**config.mk**
```make
export PLATFORM = sky130hd
export DESIGN_NAME = mc_control_fsm
export DESIGN_NICKNAME = d
export VERILOG_FILES = /design/src/rtl/mc_pkg.sv /design/src/rtl/mc_alu_dec.sv /design/src/rtl/mc_control_fsm.sv
export SDC_FILE = /design/constraint.sdc
export NUM_CORES = 1
export LEC_CHECK = 0
export ABC_AREA = 0
export CORE_MARGIN = 4
export CORE_UTILIZATION = 42
export DETAILED_ROUTE_END_ITERATION = 12
export GPL_ROUTABILITY_DRIVEN = 0
export PLACE_DENSITY = 0.8
export SYNTH_ARGS = -nofsm -noshare
export SYNTH_HDL_FRONTEND = slang
export SYNTH_SLANG_ARGS = --single-unit
```
**constraint.sdc**
```tcl
create_clock -name clk_i -period 2.15 [get_ports clk_i]
set_input_delay 0.43 -clock clk_i [delete_from_list [all_inputs] [get_ports clk_i]]
set_output_delay 0.43 -clock clk_i [all_outputs]
set_load 0.02 [all_outputs]
```
**src/rtl/mc_pkg.sv**
```systemverilog
// Shared encodings for the multicycle MIPS control sequencer: states, ISA fields,
// ALU operations and datapath mux selects.
package mc_pkg;

    localparam int unsigned STATE_W = 4;
    localparam int unsigned OP_W    = 6;
    localparam int unsigned FUNCT_W = 6;
    localparam int unsigned ALU_W   = 4;
    localparam int unsigned SEL_W   = 2;

    typedef enum logic [STATE_W-1:0] {
        S_FETCH     = 4'd0,
        S_DECODE    = 4'd1,
        S_MEM_ADR   = 4'd2,
        S_MEM_READ  = 4'd3,
        S_MEM_WB    = 4'd4,
        S_MEM_WRITE = 4'd5,
        S_R_EXEC    = 4'd6,
        S_ALU_WB    = 4'd7,
        S_I_EXEC    = 4'd8,
        S_IMM_WB    = 4'd9,
        S_BRANCH    = 4'd10,
        S_JUMP      = 4'd11,
        S_JAL       = 4'd12,
        S_JR        = 4'd13
    } state_e;

    localparam logic [OP_W-1:0] OP_RTYPE = 6'h00;
    localparam logic [OP_W-1:0] OP_J     = 6'h02;
    localparam logic [OP_W-1:0] OP_JAL   = 6'h03;
    localparam logic [OP_W-1:0] OP_BEQ   = 6'h04;
    localparam logic [OP_W-1:0] OP_BNE   = 6'h05;
    localparam logic [OP_W-1:0] OP_ADDI  = 6'h08;
    localparam logic [OP_W-1:0] OP_SLTI  = 6'h0a;
    localparam logic [OP_W-1:0] OP_ANDI  = 6'h0c;
    localparam logic [OP_W-1:0] OP_ORI   = 6'h0d;
    localparam logic [OP_W-1:0] OP_LW    = 6'h23;
    localparam logic [OP_W-1:0] OP_SW    = 6'h2b;

    localparam logic [FUNCT_W-1:0] FN_SLL = 6'h00;
    localparam logic [FUNCT_W-1:0] FN_SRL = 6'h02;
    localparam logic [FUNCT_W-1:0] FN_SRA = 6'h03;
    localparam logic [FUNCT_W-1:0] FN_JR  = 6'h08;
    localparam logic [FUNCT_W-1:0] FN_ADD = 6'h20;
    localparam logic [FUNCT_W-1:0] FN_SUB = 6'h22;
    localparam logic [FUNCT_W-1:0] FN_AND = 6'h24;
    localparam logic [FUNCT_W-1:0] FN_OR  = 6'h25;
    localparam logic [FUNCT_W-1:0] FN_SLT = 6'h2a;

    localparam logic [ALU_W-1:0] ALU_AND = 4'd0;
    localparam logic [ALU_W-1:0] ALU_OR  = 4'd1;
    localparam logic [ALU_W-1:0] ALU_ADD = 4'd2;
    localparam logic [ALU_W-1:0] ALU_SLL = 4'd3;
    localparam logic [ALU_W-1:0] ALU_SUB = 4'd6;
    localparam logic [ALU_W-1:0] ALU_SLT = 4'd7;
    localparam logic [ALU_W-1:0] ALU_SRL = 4'd8;
    localparam logic [ALU_W-1:0] ALU_SRA = 4'd9;

    localparam logic [SEL_W-1:0] PC_SRC_ALU    = 2'b00;
    localparam logic [SEL_W-1:0] PC_SRC_ALUOUT = 2'b01;
    localparam logic [SEL_W-1:0] PC_SRC_JUMP   = 2'b10;
    localparam logic [SEL_W-1:0] PC_SRC_REGA   = 2'b11;

    localparam logic [SEL_W-1:0] SRC_A_PC    = 2'b00;
    localparam logic [SEL_W-1:0] SRC_A_REGA  = 2'b01;
    localparam logic [SEL_W-1:0] SRC_A_SHAMT = 2'b10;

    localparam logic [SEL_W-1:0] SRC_B_REGB    = 2'b00;
    localparam logic [SEL_W-1:0] SRC_B_FOUR    = 2'b01;
    localparam logic [SEL_W-1:0] SRC_B_IMM     = 2'b10;
    localparam logic [SEL_W-1:0] SRC_B_IMM_SL2 = 2'b11;

    localparam logic [SEL_W-1:0] REG_DST_RT = 2'b00;
    localparam logic [SEL_W-1:0] REG_DST_RD = 2'b01;
    localparam logic [SEL_W-1:0] REG_DST_RA = 2'b10;

    localparam logic [SEL_W-1:0] M2R_ALUOUT = 2'b00;
    localparam logic [SEL_W-1:0] M2R_MEM    = 2'b01;
    localparam logic [SEL_W-1:0] M2R_PC     = 2'b10;

    // Shift functs (0000xx) take their A operand from the shamt field.
    function automatic logic is_shift_funct(input logic [FUNCT_W-1:0] funct);
        return funct[FUNCT_W-1:2] == 4'b0000;
    endfunction

endpackage

```
**src/rtl/mc_alu_dec.sv**
```systemverilog
// R-type funct decoder: maps funct to an ALU operation and flags unsupported functs.
module mc_alu_dec
    import mc_pkg::*;
(
    input  logic [FUNCT_W-1:0] funct_i,
    output logic [ALU_W-1:0]   alu_control_c,
    output logic               illegal_c
);

    always_comb begin
        alu_control_c = ALU_ADD;
        illegal_c     = 1'b0;
        case (funct_i)
            FN_SLL:  alu_control_c = ALU_SLL;
            FN_SRL:  alu_control_c = ALU_SRL;
            FN_SRA:  alu_control_c = ALU_SRA;
            FN_ADD:  alu_control_c = ALU_ADD;
            FN_SUB:  alu_control_c = ALU_SUB;
            FN_AND:  alu_control_c = ALU_AND;
            FN_OR:   alu_control_c = ALU_OR;
            FN_SLT:  alu_control_c = ALU_SLT;
            default: illegal_c     = 1'b1;
        endcase
    end

endmodule

```
**src/rtl/mc_control_fsm.sv**
```systemverilog
// Multicycle MIPS sequencer: per-state control word for the shared ALU, unified
// memory port and register file, with request/ready memory wait states.
module mc_control_fsm
    import mc_pkg::*;
(
    input  logic               clk_i,
    input  logic               rst_i,
    input  logic [OP_W-1:0]    op_i,
    input  logic [FUNCT_W-1:0] funct_i,
    input  logic               equal_i,
    input  logic               mem_ready_i,
    output logic               mem_req_o,
    output logic               mem_write_o,
    output logic               i_or_d_o,
    output logic               ir_write_o,
    output logic               pc_en_o,
    output logic [SEL_W-1:0]   pc_src_o,
    output logic [SEL_W-1:0]   alu_src_a_o,
    output logic [SEL_W-1:0]   alu_src_b_o,
    output logic [ALU_W-1:0]   alu_control_o,
    output logic               sign_o,
    output logic               reg_write_o,
    output logic [SEL_W-1:0]   reg_dst_o,
    output logic [SEL_W-1:0]   mem_to_reg_o,
    output logic               illegal_o,
    output logic [STATE_W-1:0] state_o
);

    state_e           state;
    state_e           state_next;
    logic [ALU_W-1:0] r_alu_control;
    logic             r_illegal;

    mc_alu_dec u_alu_dec (
        .funct_i       (funct_i),
        .alu_control_c (r_alu_control),
        .illegal_c     (r_illegal)
    );

    always_ff @(posedge clk_i) begin
        if (rst_i) begin
            state <= S_FETCH;
        end else begin
            state <= state_next;
        end
    end

    assign state_o = STATE_W'(state);

    always_comb begin
        state_next    = state;
        mem_req_o     = 1'b0;
        mem_write_o   = 1'b0;
        i_or_d_o      = 1'b0;
        ir_write_o    = 1'b0;
        pc_en_o       = 1'b0;
        pc_src_o      = PC_SRC_ALU;
        alu_src_a_o   = SRC_A_PC;
        alu_src_b_o   = SRC_B_REGB;
        alu_control_o = ALU_ADD;
        sign_o        = 1'b0;
        reg_write_o   = 1'b0;
        reg_dst_o     = REG_DST_RT;
        mem_to_reg_o  = M2R_ALUOUT;
        illegal_o     = 1'b0;

        case (state)
            S_FETCH: begin
                mem_req_o   = 1'b1;
                alu_src_a_o = SRC_A_PC;
                alu_src_b_o = SRC_B_FOUR;
                if (mem_ready_i) begin
                    ir_write_o = 1'b1;
                    pc_en_o    = 1'b1;
                    pc_src_o   = PC_SRC_ALU;
                    state_next = S_DECODE;
                end
            end
            // Branch target is computed speculatively while the opcode is decoded.
            S_DECODE: begin
                alu_src_a_o = SRC_A_PC;
                alu_src_b_o = SRC_B_IMM_SL2;
                sign_o      = 1'b1;
                case (op_i)
                    OP_LW, OP_SW:     state_next = S_MEM_ADR;
                    OP_RTYPE:         state_next = (funct_i == FN_JR) ? S_JR : S_R_EXEC;
                    OP_J:             state_next = S_JUMP;
                    OP_JAL:           state_next = S_JAL;
                    OP_BEQ, OP_BNE:   state_next = S_BRANCH;
                    OP_ADDI, OP_SLTI,
                    OP_ANDI, OP_ORI:  state_next = S_I_EXEC;
                    default: begin
                        illegal_o  = 1'b1;
                        state_next = S_FETCH;
                    end
                endcase
            end
            S_MEM_ADR: begin
                alu_src_a_o = SRC_A_REGA;
                alu_src_b_o = SRC_B_IMM;
                sign_o      = 1'b1;
                state_next  = (op_i == OP_SW) ? S_MEM_WRITE : S_MEM_READ;
            end
            S_MEM_READ: begin
                mem_req_o = 1'b1;
                i_or_d_o  = 1'b1;
                if (mem_ready_i) state_next = S_MEM_WB;
            end
            S_MEM_WB: begin
                reg_write_o  = 1'b1;
                reg_dst_o    = REG_DST_RT;
                mem_to_reg_o = M2R_MEM;
                state_next   = S_FETCH;
            end
            S_MEM_WRITE: begin
                mem_req_o   = 1'b1;
                mem_write_o = 1'b1;
                i_or_d_o    = 1'b1;
                if (mem_ready_i) state_next = S_FETCH;
            end
            S_R_EXEC: begin
                alu_src_a_o   = is_shift_funct(funct_i) ? SRC_A_SHAMT : SRC_A_REGA;
                alu_src_b_o   = SRC_B_REGB;
                alu_control_o = r_alu_control;
                if (r_illegal) begin
                    illegal_o  = 1'b1;
                    state_next = S_FETCH;
                end else begin
                    state_next = S_ALU_WB;
                end
            end
            S_ALU_WB: begin
                reg_write_o  = 1'b1;
                reg_dst_o    = REG_DST_RD;
                mem_to_reg_o = M2R_ALUOUT;
                state_next   = S_FETCH;
            end
            S_I_EXEC: begin
                alu_src_a_o = SRC_A_REGA;
                alu_src_b_o = SRC_B_IMM;
                case (op_i)
                    OP_SLTI: begin
                        alu_control_o = ALU_SLT;
                        sign_o        = 1'b1;
                    end
                    OP_ANDI: alu_control_o = ALU_AND;
                    OP_ORI:  alu_control_o = ALU_OR;
                    default: begin
                        alu_control_o = ALU_ADD;
                        sign_o        = 1'b1;
                    end
                endcase
                state_next = S_IMM_WB;
            end
            S_IMM_WB: begin
                reg_write_o  = 1'b1;
                reg_dst_o    = REG_DST_RT;
                mem_to_reg_o = M2R_ALUOUT;
                state_next   = S_FETCH;
            end
            S_BRANCH: begin
                alu_src_a_o   = SRC_A_REGA;
                alu_src_b_o   = SRC_B_REGB;
                alu_control_o = ALU_SUB;
                pc_src_o      = PC_SRC_ALUOUT;
                pc_en_o       = (op_i == OP_BEQ) ? equal_i : !equal_i;
                state_next    = S_FETCH;
            end
            S_JUMP: begin
                pc_src_o   = PC_SRC_JUMP;
                pc_en_o    = 1'b1;
                state_next = S_FETCH;
            end
            // PC already holds PC+4 here, so it is the link value.
            S_JAL: begin
                pc_src_o     = PC_SRC_JUMP;
                pc_en_o      = 1'b1;
                reg_write_o  = 1'b1;
                reg_dst_o    = REG_DST_RA;
                mem_to_reg_o = M2R_PC;
                state_next   = S_FETCH;
            end
            S_JR: begin
                pc_src_o   = PC_SRC_REGA;
                pc_en_o    = 1'b1;
                state_next = S_FETCH;
            end
            default: state_next = S_FETCH;
        endcase

        // Reset abandons any access and suppresses every side effect.
        if (rst_i) begin
            mem_req_o   = 1'b0;
            mem_write_o = 1'b0;
            ir_write_o  = 1'b0;
            pc_en_o     = 1'b0;
            reg_write_o = 1'b0;
            illegal_o   = 1'b0;
        end
    end

endmodule

```
==> metrics.md, run 1 <==
| Metric | Value |
|---|---|
| Sink Count | 4 |
| Total GRT Usage | 36.5% |
| Synth unique cells | 42 |
| Clk_lat worst skew | 0.24 ns |
| I/O pin cnt | between 40 and 50 |
| Synth Area in Compound Gates | 31.8% |
| M1 WL | 2310 µm |
| Int Pwr | 0.000287 W |
| Wirelength, routed | approximately 7500 µm |
| CP Class | in2out |
| Max-cap violations | 0 |
| Hold Startpoint | op_i[3] |
| R2R depth | 8 |
| Synth Area per Inst | 6.05 µm² |
| Port buffer count | 41 |
| Grt ovf | 0 |
| Max reg flops | 4 |
| Flop2flop setup slack | between 0.2 and 0.3 ns |
| Number of synthesized flops with an enable pin | 0 |
| CP Cell Sequence | dlygate4sd2_1 -> or2_4 -> o21ai_4 -> a21oi_2 -> o21a_1 -> o211ai_1 -> buf_4 |
| Die Height | between 50 and 60 µm |
| Adder-cell share of the synthesized area | 0% |
| Max Clk Rate | 432 MHz |
| Area growth, synth to finish | 108% |
| Initial Util | 45.9% |
| Setup slack at placement | -0.867 ns |
| Die Wd | 55.2 µm |
| Slowest-stage cell, CP | or2_4 |
| Cell Pwr Density | 272 nW/µm² |
| CP Launch Type | input port |
| Final TNS setup | -0.655 ns |
| Vias | 2011 |
| Ranking of synthesized cells by area | nor2_1 9.2%, a21oi_1 9.1%, dfxtp_1 8.5% |
| Count leader, synth | nor2_1 |
| CTS H-tree depth | 1 |
| Total CTS buffers | 3 |
| Worst Setup End Kind | primary output |
| Hold endpoint | state_o[2] |
| DRC viols | 0 |
| Clk pwr share | 18.7% |
| Worst-path clk slew | 0.04 ns |
| Wire length per cell | 27.2 µm |
| Hold depth | 4 |
| Post-synthesis simple-gate area fraction | 47.0% |
| Main flop type after synthesis | dfxtp_1 |
| Cells after synthesis | 155 |
| Multiplexer share of the synthesized area | 4.27% |
| Sequential Area | just under 90 µm² |
| Non-filler cells, final | 275 |
| Tmin final | 2.32 ns |
| CP Max Fanout | 5 |
| Power share of the sequential group | 15.0% |
| Ys async rst share | 0% |
| CTS tree | done |
| Top post-synthesis cells by count | 23 x nor2_1, 17 x a21oi_1, 16 x nor3_1, 12 x clkbuf_1 |
| WL met2 | 3120 µm |
| WL met3 | 1170 µm |
| Leak | 0.867 nW |
| FP Rows | 16 |
| Slew HR | 64.5% |
| VDD IR max | 300 µV |
| Synth top area share | 9.21% |
| First-pass GRT wire length | 9060 µm |
| Mapped cell area | ~940 µm² |
| Nets | 266 |
| Outcome | complete, but fails checks |
| CTS Root Cell | clkbuf_4 |
| Fill cells | 52 |
| Net Switching | 0.000244 W |
| Slew @ Worst Pin | 0.530 ns |
| Worst Hold Class | in2reg |
| Yosys reg bits | 4 |
| Largest family of logic cells by synthesized area | simple AND/OR/NAND/NOR gates |
| Unrepaired setup endpoints after global routing | true |
| Vias/cell | 7.31 |
| Clock Skew | 0.000412 ns |
| Critical path data required time | 1.72 ns |
| Dpl hpwl | around 3200 µm |
| Vias in the first global route | 1772 |
| Syn_nets | between 150 and 200 |
| Max-slew violation count | 0 |
| Post-synthesis xor/xnor area fraction | 1.87% |
| R2r startpoint | state_o[3] |
| Setup ws final | -0.167 ns |
| Largest net degree at the start of global routing | 13 |
| Initial antenna violation count | 0 |
| R2R Path End | state_o[0] |
| Final setup fails | 8 |
| Routed Antenna Nets | 0 |
| Die ar. | 3050 µm² |
| Switch share | 46.0% |
| Synth area leader | nor2_1 |
| Footprint of the multi-input gates | approximately 1000 µm² |
| Final Cycle Share | 108% |
| Core Area | 2040 µm² |
| Synth warn | 0 |
| Ant diodes | 0 |
| Top layer in use | met4 |
| Layout cells sized above 1 | 50.0% |
| Clock Path Buffers | 2 |
| First-pass DRT Iterations | 5 |
| Seq/Total Area, Yosys | 8.54% |
| Power share of the combinational group | 66.3% |
| Fin. Hold Viols | 0 |
| Largest incremental delay on the critical path | 0.28 ns |
| Initial DRC Count | 237 |
| Worst EP arrival | 1.89 ns |
| DP Cell Count | 263 |
| Violated checks | setup timing |
==> per-stage QoR <==
step | area (µm²) | total power [W] | hold slack [ns] | utilization [%]
floorplan | 946 | 0.000207 | 0.633 | -
detailed placement | 1740 | 0.000355 | 0.787 | 85.1
CTS | 1850 | 0.000456 | 0.730 | 90.4
finish | 1950 | 0.000531 | 0.682 | 95.5
global placement | 1740 | 0.000345 | 0.780 | 85.1
global route | 1950 | 0.000545 | 0.675 | 95.5
==> cells in the final DEF (no fill, tap or decap), drive strengths merged, types with 2 or more instances in the layout <==
master         instances
buf                   75
nor2                  23
a21oi                 17
nor3                  16
dlygate4sd2           12
nand2                 10
nand2b                 9
clkbuf                 9
o21ai                  9
clkdlybuf4s50          7
nor2b                  6
nand3                  5
clkdlybuf4s15          4
mux2i                  4
dfxtp                  4
o211ai                 3
or4                    3
or2                    2
o21a                   2
a2bb2oi                2
o32ai                  2
and2                   2
nor3b                  2
a31oi                  2
o31ai                  2
nor4                   2
==> what timing repair did <==
item / 4_1_cts / 5_1_grt
resized for setup: 93 / 53
pin swaps: 14 / 12
endpoints found under the setup margin: 22 / 14
hold buffers: 0 / 0
buffers inserted: 6 / 3
==> power by group through the flow <==
stage | Sequential (W) | Combinational [W] | Clock, W
after floorplan | 0.0000862 | 0.000121 | 0
after global placement | 0.0000817 | 0.000263 | 0
after detailed placement | 0.0000819 | 0.000273 | 0
after CTS | 0.0000808 | 0.000281 | 0.0000935
after global routing | 0.0000792 | 0.000360 | 0.000105
final | 0.0000794 | 0.000352 | 0.0000994
==> final cells by class <==
class / count / share of cell area, %
repair buffers: 104 / 41.8
well taps: 27 / 1.73
clock buffers: 3 / 1.16
flip-flops and latches: 4 / 4.56
inverters: 1 / 0.193
multi-input cells: 136 / 50.5
==> logic make-up after synthesis <==
logic type      count (synthesis)
compound gates                 46
buf+inv                        15
flops                           4
xor+xnor                        2
mux                             4
simple gates                   84
==> critical path, delay by kind of cell <==
family / cells / cell delay [ns]
AOI/OAI and AO/OA: 4 / 0.71
buffers and inverters: 2 / 0.47
and+or+nand+nor: 1 / 0.28
==> worst max path at each step <==
| stage | from | endpoint | slack [ns] |
|---|---|---|---|
| final | funct_i[5] | alu_control_o[1] | -0.17 |
| after detailed placement | op_i[3] | pc_en_o | -0.87 |
| after global placement | op_i[3] | pc_en_o | -0.74 |
| after global routing | funct_i[5] | alu_control_o[1] | -0.20 |
| after floorplan | state_o[1] | mem_req_o | -0.05 |
| after CTS | op_i[3] | pc_en_o | -0.003 |
==> per-layer routing <==
layer,vias up,track usage [%]
met5,-,0
met3,110,9.56
met4,0,23.6
met1,889,39.4
li1,749,-
met2,263,62.2
No activity file was read; power rests on OpenSTA's default activity.
==> run 2, diff against run 1 <==
CORE_MARGIN = 3   (was 4)
==> run 2 against run 1 <==
  * The run still ends with setup timing left
  * Via count decreased by 15%
  * Maximum frequency grew 4.3%
  * Register-to-register slack gained 0.16 ns
  * Largest cell class unchanged
  * Non-clock buffer count shrank 5
  * Hold slack improved by 0.014 ns
  * Worst setup slack improved by 0.095 ns
  * Combinational power shrank 15%
  * Global-route usage rose by 0.37 points
  * Die area decreased by 7.1%
  * Utilization decreased by 5.3 points
  * Largest power group unchanged
==> metrics.md, run 2 (synthesis results as in run 1) <==
| Metric | Value |
|---|---|
| Outcome | complete, but fails checks |
| Violated checks | setup timing |
| Clk_lat worst skew | about 0.27 ns |
| Setup slack at placement | -0.763 ns |
| Largest incremental delay on the critical path | 0.30 ns |
| Fin. Hold Viols | 0 |
| CP Cell Sequence | dlygate4sd2_1 -> buf_4 -> nand2_1 -> nor3_2 -> nor2_1 -> nand3_1 -> a21oi_2 -> buf_4 |
| Port buffer count | 41 |
| Unrepaired setup endpoints after global routing | true |
| Post-DP Area | 1740 µm² |
| Largest net degree at the start of global routing | 11 |
| Most frequent cells in the layout | 60 x buf_4, 22 x nor2_1, 15 x a21oi_1 |
| First-pass DRT Iterations | 5 |
| R2R depth | 7 |
| Vias/cell | 6.34 |
| Final instance area | 1840 µm² |
| Tmin final | between 2 and 2.5 ns |
| Sink Count | 4 |
| CP Max Fanout | 5 |
| Max Clk Rate | 450 MHz |
| Vias in the first global route | 1659 |
| Core Area | 2040 µm² |
| Area growth, synth to finish | 96.4% |
| Grt ovf | 0 |
| Wire length per cell | roughly 19 µm |
| Initial DRC Count | 89 |
| Max-slew violation count | 0 |
| Buf+Inv Stages, Crit Path | 3 |
| Vias | 1713 |
| Slew HR | 74.7% |
| Slew @ Worst Pin | 0.379 ns |
| First-pass GRT wire length | 7670 µm |
| Commonest non-fill, non-tap cell in the layout | buf_4 |
| Cell Pwr Density | 264 nW/µm² |
| Max-cap violations | 0 |
| Total CTS buffers | 3 |
| DP Cell Count | 263 |
| Instance count on the critical path | 8 |
| Wirelength, routed | roughly 5200 µm |
| Non-filler cells, final | 270 |
| Clock Path Buffers | 2 |
| CP Class | in2out |
| Hold depth | 4 |
| CTS H-tree depth | 1 |
| Layout cells sized above 1 | 45.3% |
| Dpl hpwl | 2970 µm |
| Critical path data required time | 1.72 ns |
| CP Launch Type | input port |
| I/O pin cnt | 42 |
| Worst-path clk slew | about 0.050 ns |
| Setup ws final | -0.0718 ns |
| Final setup fails | 2 |
| Final Cycle Share | 103% |
| Clock Skew | 0.0137 ns |
| Die Height | 53.2 µm |
| Worst Hold Class | in2reg |
| Initial antenna violation count | 0 |
| Flop2flop setup slack | 0.44 ns |
| Final TNS setup | -0.117 ns |
| Hold Buf Count CTS | 0 |
| FP Rows | 16 |
| CTS tree | done |
| Die ar. | 2830 µm² |
| VDD IR max | about 270 µV |
| Family with the most delay on the worst path | buffers and inverters |
| DRC viols | 0 |
| Leak | about 0.83 nW |
| Nets | 261 |
| Worst EP arrival | about 1.8 ns |
| Slowest-stage cell, CP | dlygate4sd2_1 |
| Total GRT Usage | between 30% and 40% |
| Routed Antenna Nets | 0 |
| Ant diodes | 0 |
| Die Wd | 53.2 µm |
| Most frequent cell on the critical path | buf_4 |
| Worst Setup End Kind | primary output |
| Max reg flops | 4 |
| CTS Root Cell | clkbuf_4 |
| Initial Util | 45.9% |
## run 2: path summary, 6_finish.rpt
| kind | start | to |
|---|---|---|
| worst min-delay path | op_i[3] | state_o[2] |
| worst max register to register | state_o[3] | state_o[2] |
| worst max-delay path | op_i[0] | illegal_o |
| worst min register to register | state_o[3] | state_o[0] |
## run 2: metrics by stage
| stage | utilization (%) | hold WS [ns] | total power (W) |
|---|---|---|---|
| finish | 90.1 | 0.696 | 0.000486 |
| CTS | 88.2 | 0.665 | 0.000451 |
| global route | 90.1 | 0.707 | 0.000508 |
| floorplan | - | 0.633 | 0.000207 |
| global placement | 85.1 | 0.731 | 0.000348 |
| detailed placement | 85.1 | 0.738 | 0.000357 |
## run 2: layout make-up
cell class | count | area (µm²)
Clock buffer | 3 | 22.5
Fill cell | 97 | 201
Inverter | 1 | 3.75
Multi-Input combinational cell | 136 | 917
Sequential cell | 4 | 87.6
Tap cell | 27 | 33.8
Timing Repair Buffer | 99 | 776
## run 2: worst register-to-register path: stages, from the launching register on
cell	delay (ns)
dfxtp_1	0.31
buf_4	0.16
buf_4	0.15
nand2b_1	0.17
buf_4	0.15
nor2_1	0.19
nand3_1	0.16
a311oi_2	0.33
## run 2: where the power goes
group          switching [W]  internal [W]   total, W
Sequential        0.00000220     0.0000753  0.0000775
Clock              0.0000463     0.0000635   0.000110
Combinational       0.000160      0.000139   0.000299
Total               0.000209      0.000277   0.000486
## run 2: timing repair
item,4_1_cts,5_1_grt
setup endpoints to repair,21,13
pin swaps,15,4
gates resized for setup,96,32
endpoints found under the hold margin,0,0
setup buffers,3,1
## run 2: routing by layer
metal	track usage, %	wire length (µm)	vias up
li1	-	-	743
met2	65.3	2440	162
met5	0	0	-
met4	24.3	410	0
met3	8.45	562	50
met1	37.9	1780	758
==> run 3, diff against run 2 <==
CORE_ASPECT_RATIO = 0.75   (was default)
PLACE_DENSITY = 0.79   (was 0.8)
SYNTH_HIERARCHICAL = 1   (was default)
==> run 3 against run 2 <==
  * The flow still finishes with violations (setup timing)
  * Sequential power up 3.1%
  * Wire length up 12%
  * Die area up 1.9%
  * Critical path type is now reg2out
  * Critical endpoint is now alu_control_o[3]
  * Largest power group unchanged
==> metrics.md, run 3 <==
| Metric | Value |
|---|---|
| CTS tree | done |
| Final Cycle Share | 103% |
| FP Rows | 14 |
| Ant diodes | 0 |
| Hold depth | 2 |
| M1 WL | 2000 µm |
| WL met3 | 806 µm |
| Synth area leader | nand2b_1 |
| Final setup fails | 5 |
| Worst EP arrival | roughly 1.8 ns |
| CP Max Fanout | 20 |
| Clk pwr share | roughly a quarter |
| Slowest-stage cell, CP | dfxtp_1 |
| Main flop type after synthesis | dfxtp_1 |
| Seq/Total Area, Yosys | 8.39% |
| Final TNS setup | -0.204 ns |
| Largest net degree at the start of global routing | 24 |
| Unrepaired setup endpoints after global routing | true |
| Tmin final | 2.22 ns |
| I/O pin cnt | 42 |
| Fin. Hold Viols | 0 |
| Wirelength, routed | 5820 µm |
| Ranking of synthesized cells by area | nand2b_1 9.2%, nor2_1 8.7%, dfxtp_1 8.4% |
| Sink Count | 4 |
| Top layer in use | met4 |
| Syn_nets | 168 |
| Vias in the first global route | 1548 |
| Sequential Area | 82.6 µm² |
| Core Area | 2080 µm² |
| Worst Hold Class | reg2reg |
| Die Height | between 40 and 50 µm |
| Synth unique cells | 43 |
| Cell Pwr Density | between 200 and 300 nW/µm² |
| Dpl hpwl | 3060 µm |
| CP Launch Type | flop |
| CP Cell Sequence | buf_4 -> buf_6 -> nand2b_2 -> nor2_2 -> and2_1 -> clkdlybuf4s15_1 |
| Top post-synthesis cells by count | 22 x nor2_1, 14 x nand2b_1, 12 x a21oi_1, 12 x nand2_1, 9 x nor3_1 |
| Synth Area per Inst | 6.28 µm² |
| VDD IR max | 194 µV |
| Commonest non-fill, non-tap cell in the layout | buf_4 |
| Vias/cell | 6.92 |
| Synth top area share | 9.17% |
| Setup ws final | -0.0718 ns |
| Nets | 256 |
| CTS H-tree depth | 1 |
| Clk_lat worst skew | 0.25 ns |
| CP Class | reg2out |
| Die Wd | 61.1 µm |
| Most frequent cells in the layout | 46 x buf_4, 18 x nor2_1, 12 x a21oi_1, 12 x clkbuf_2, 11 x nand2_1 |
| Wire length per cell | 22.2 µm |
| Vias | 1812 |
| Area growth, synth to finish | 93.7% |
| Slew @ Worst Pin | 0.411 ns |
| Total GRT Usage | 35.6% |
| Number of synthesized flops with an enable pin | 0 |
| R2R depth | 7 |
| Cells after synthesis | roughly 150 |
| First-pass GRT wire length | between 7000 and 8000 µm |
| Max Clk Rate | 450 MHz |
| Critical path data required time | 1.72 ns |
| Clock Path Buffers | 2 |
| Synth warn | 6 |
| Initial antenna violation count | 0 |
| Routed Antenna Nets | 0 |
| WL met2 | 2510 µm |
| Initial Util | 45.8% |
| Port buffer count | 41 |
| Yosys reg bits | 4 |
| Leak | 0.816 nW |
| Layout cells sized above 1 | a little under half |
| Die ar. | 2890 µm² |
| Power share of the combinational group | 60.0% |
| Footprint of the multi-input gates | 968 µm² |
| Initial DRC Count | 305 |
| Max reg flops | 4 |
| Ys async rst share | 0% |
| Grt ovf | 0 |
| Count leader, synth | nor2_1 |
| Total CTS buffers | 3 |
| Worst-path clk slew | 0.05 ns |
| First-pass DRT Iterations | 7 |
| Outcome | complete, but fails checks |
| Fill cells | 93 |
| Power share of the sequential group | between 15 and 20% |
| CTS Root Cell | clkbuf_4 |
| Slew HR | 72.2% |
| WHS | 0.656 ns |
| Clock Skew | between 0.009 and 0.01 ns |
| DRC viols | 0 |
| Switch share | between 40% and 50% |
| Violated checks | setup timing |
| Max-slew violation count | 0 |
| Int Pwr | 0.000271 W |
| Net Switching | between 0.0002 and 0.00025 W |
| Mapped cell area | 955 µm² |
| Worst Setup End Kind | primary output |
| Largest incremental delay on the critical path | about 0.40 ns |
| Max-cap violations | 0 |
-- run 3: cell types whose count changed after synthesis, moves of 5 or more --
cell / change
clkbuf_1: -12
nor3_1: -7
inv_1: +6
a21oi_1: -5
buf_2: +5
nand2b_1: +5
-- run 3: timing repair --
action	in CTS	in global routing
buffers inserted	2	3
pin swaps	14	12
cloned	0	0
gates resized for setup	98	57
hold buffers	0	0
setup endpoints to repair	23	20
-- run 3: routing by layer --
metal  global-route usage, %  vias to the layer above
met4                    24.2                        0
met5                       0                        -
met1                    42.1                      790
met2                    57.2                      217
met3                    8.79                       70
li1                        -                      735
-- run 3: area by class of cell --
class,instances,share of cell area (%)
Multi-Input combinational cell,134,52.4
Timing Repair Buffer,90,38.9
Sequential cell,4,4.47
Tap cell,24,1.62
Inverter,7,1.42
Clock buffer,3,1.22
-- run 3: kinds of logic (layout without fill, tap and decap cells) --
group                     Yosys count  in the layout  synth area share (%)
and+or+nand+nor                    84             84                  49.5
xor gates and xnor gates            3              3                  2.75
DFF                                 4              4                  8.39
AOI/OAI and AO/OA                  47             47                  33.0
buffers and inverters              14            100                  6.29
-- run 3: power by group through the flow --
| stage | Combinational [W] | Clock [W] | Sequential, W |
|---|---|---|---|
| 2_1_floorplan | 0.0000962 | 0 | 0.0000849 |
| 3_5_place_dp | 0.000243 | 0 | 0.0000805 |
| 4_1_cts | 0.000250 | 0.0000993 | 0.0000794 |
| 3_3_place_gp | 0.000233 | 0 | 0.0000803 |
| 6_report | 0.000287 | 0.000111 | 0.0000799 |
| 5_1_grt | 0.000299 | 0.000136 | 0.0000800 |
-- run 3: worst paths after layout --
| kind | startpoint | endpoint | slack [ns] |
|---|---|---|---|
| worst max-delay path | state_o[2] | alu_control_o[3] | -0.07 |
| worst min-delay path | state_o[3] | state_o[2] | 0.66 |
| worst max register to register | state_o[2] | state_o[0] | 0.40 |
| worst min register to register | state_o[3] | state_o[2] | 0.66 |
-- run 3: critical path, delay by kind of cell, from the launching register on --
| family | cells | cell delay, ns |
|---|---|---|
| AND/OR/NAND/NOR | 3 | 0.48 |
| buffers and inverters | 3 | 0.67 |
| flip-flops | 1 | 0.40 |
-- run 3: stage by stage --
| step | std cells | total power [W] | instance area, µm² | setup WS [ns] | utilization, % |
|---|---|---|---|---|---|
| 6_report | 262 | 0.000478 | 1850 | -0.0718 | 88.7 |
| 5_1_grt | 262 | 0.000514 | 1850 | -0.138 | 88.7 |
| 4_1_cts | 259 | 0.000429 | 1790 | 0.000310 | 85.9 |
| 3_5_place_dp | 254 | 0.000324 | 1690 | -0.754 | 81.2 |
| 3_3_place_gp | 254 | 0.000313 | 1690 | -0.732 | 81.2 |
| 2_1_floorplan | 152 | 0.000181 | 955 | 0.0152 | - |
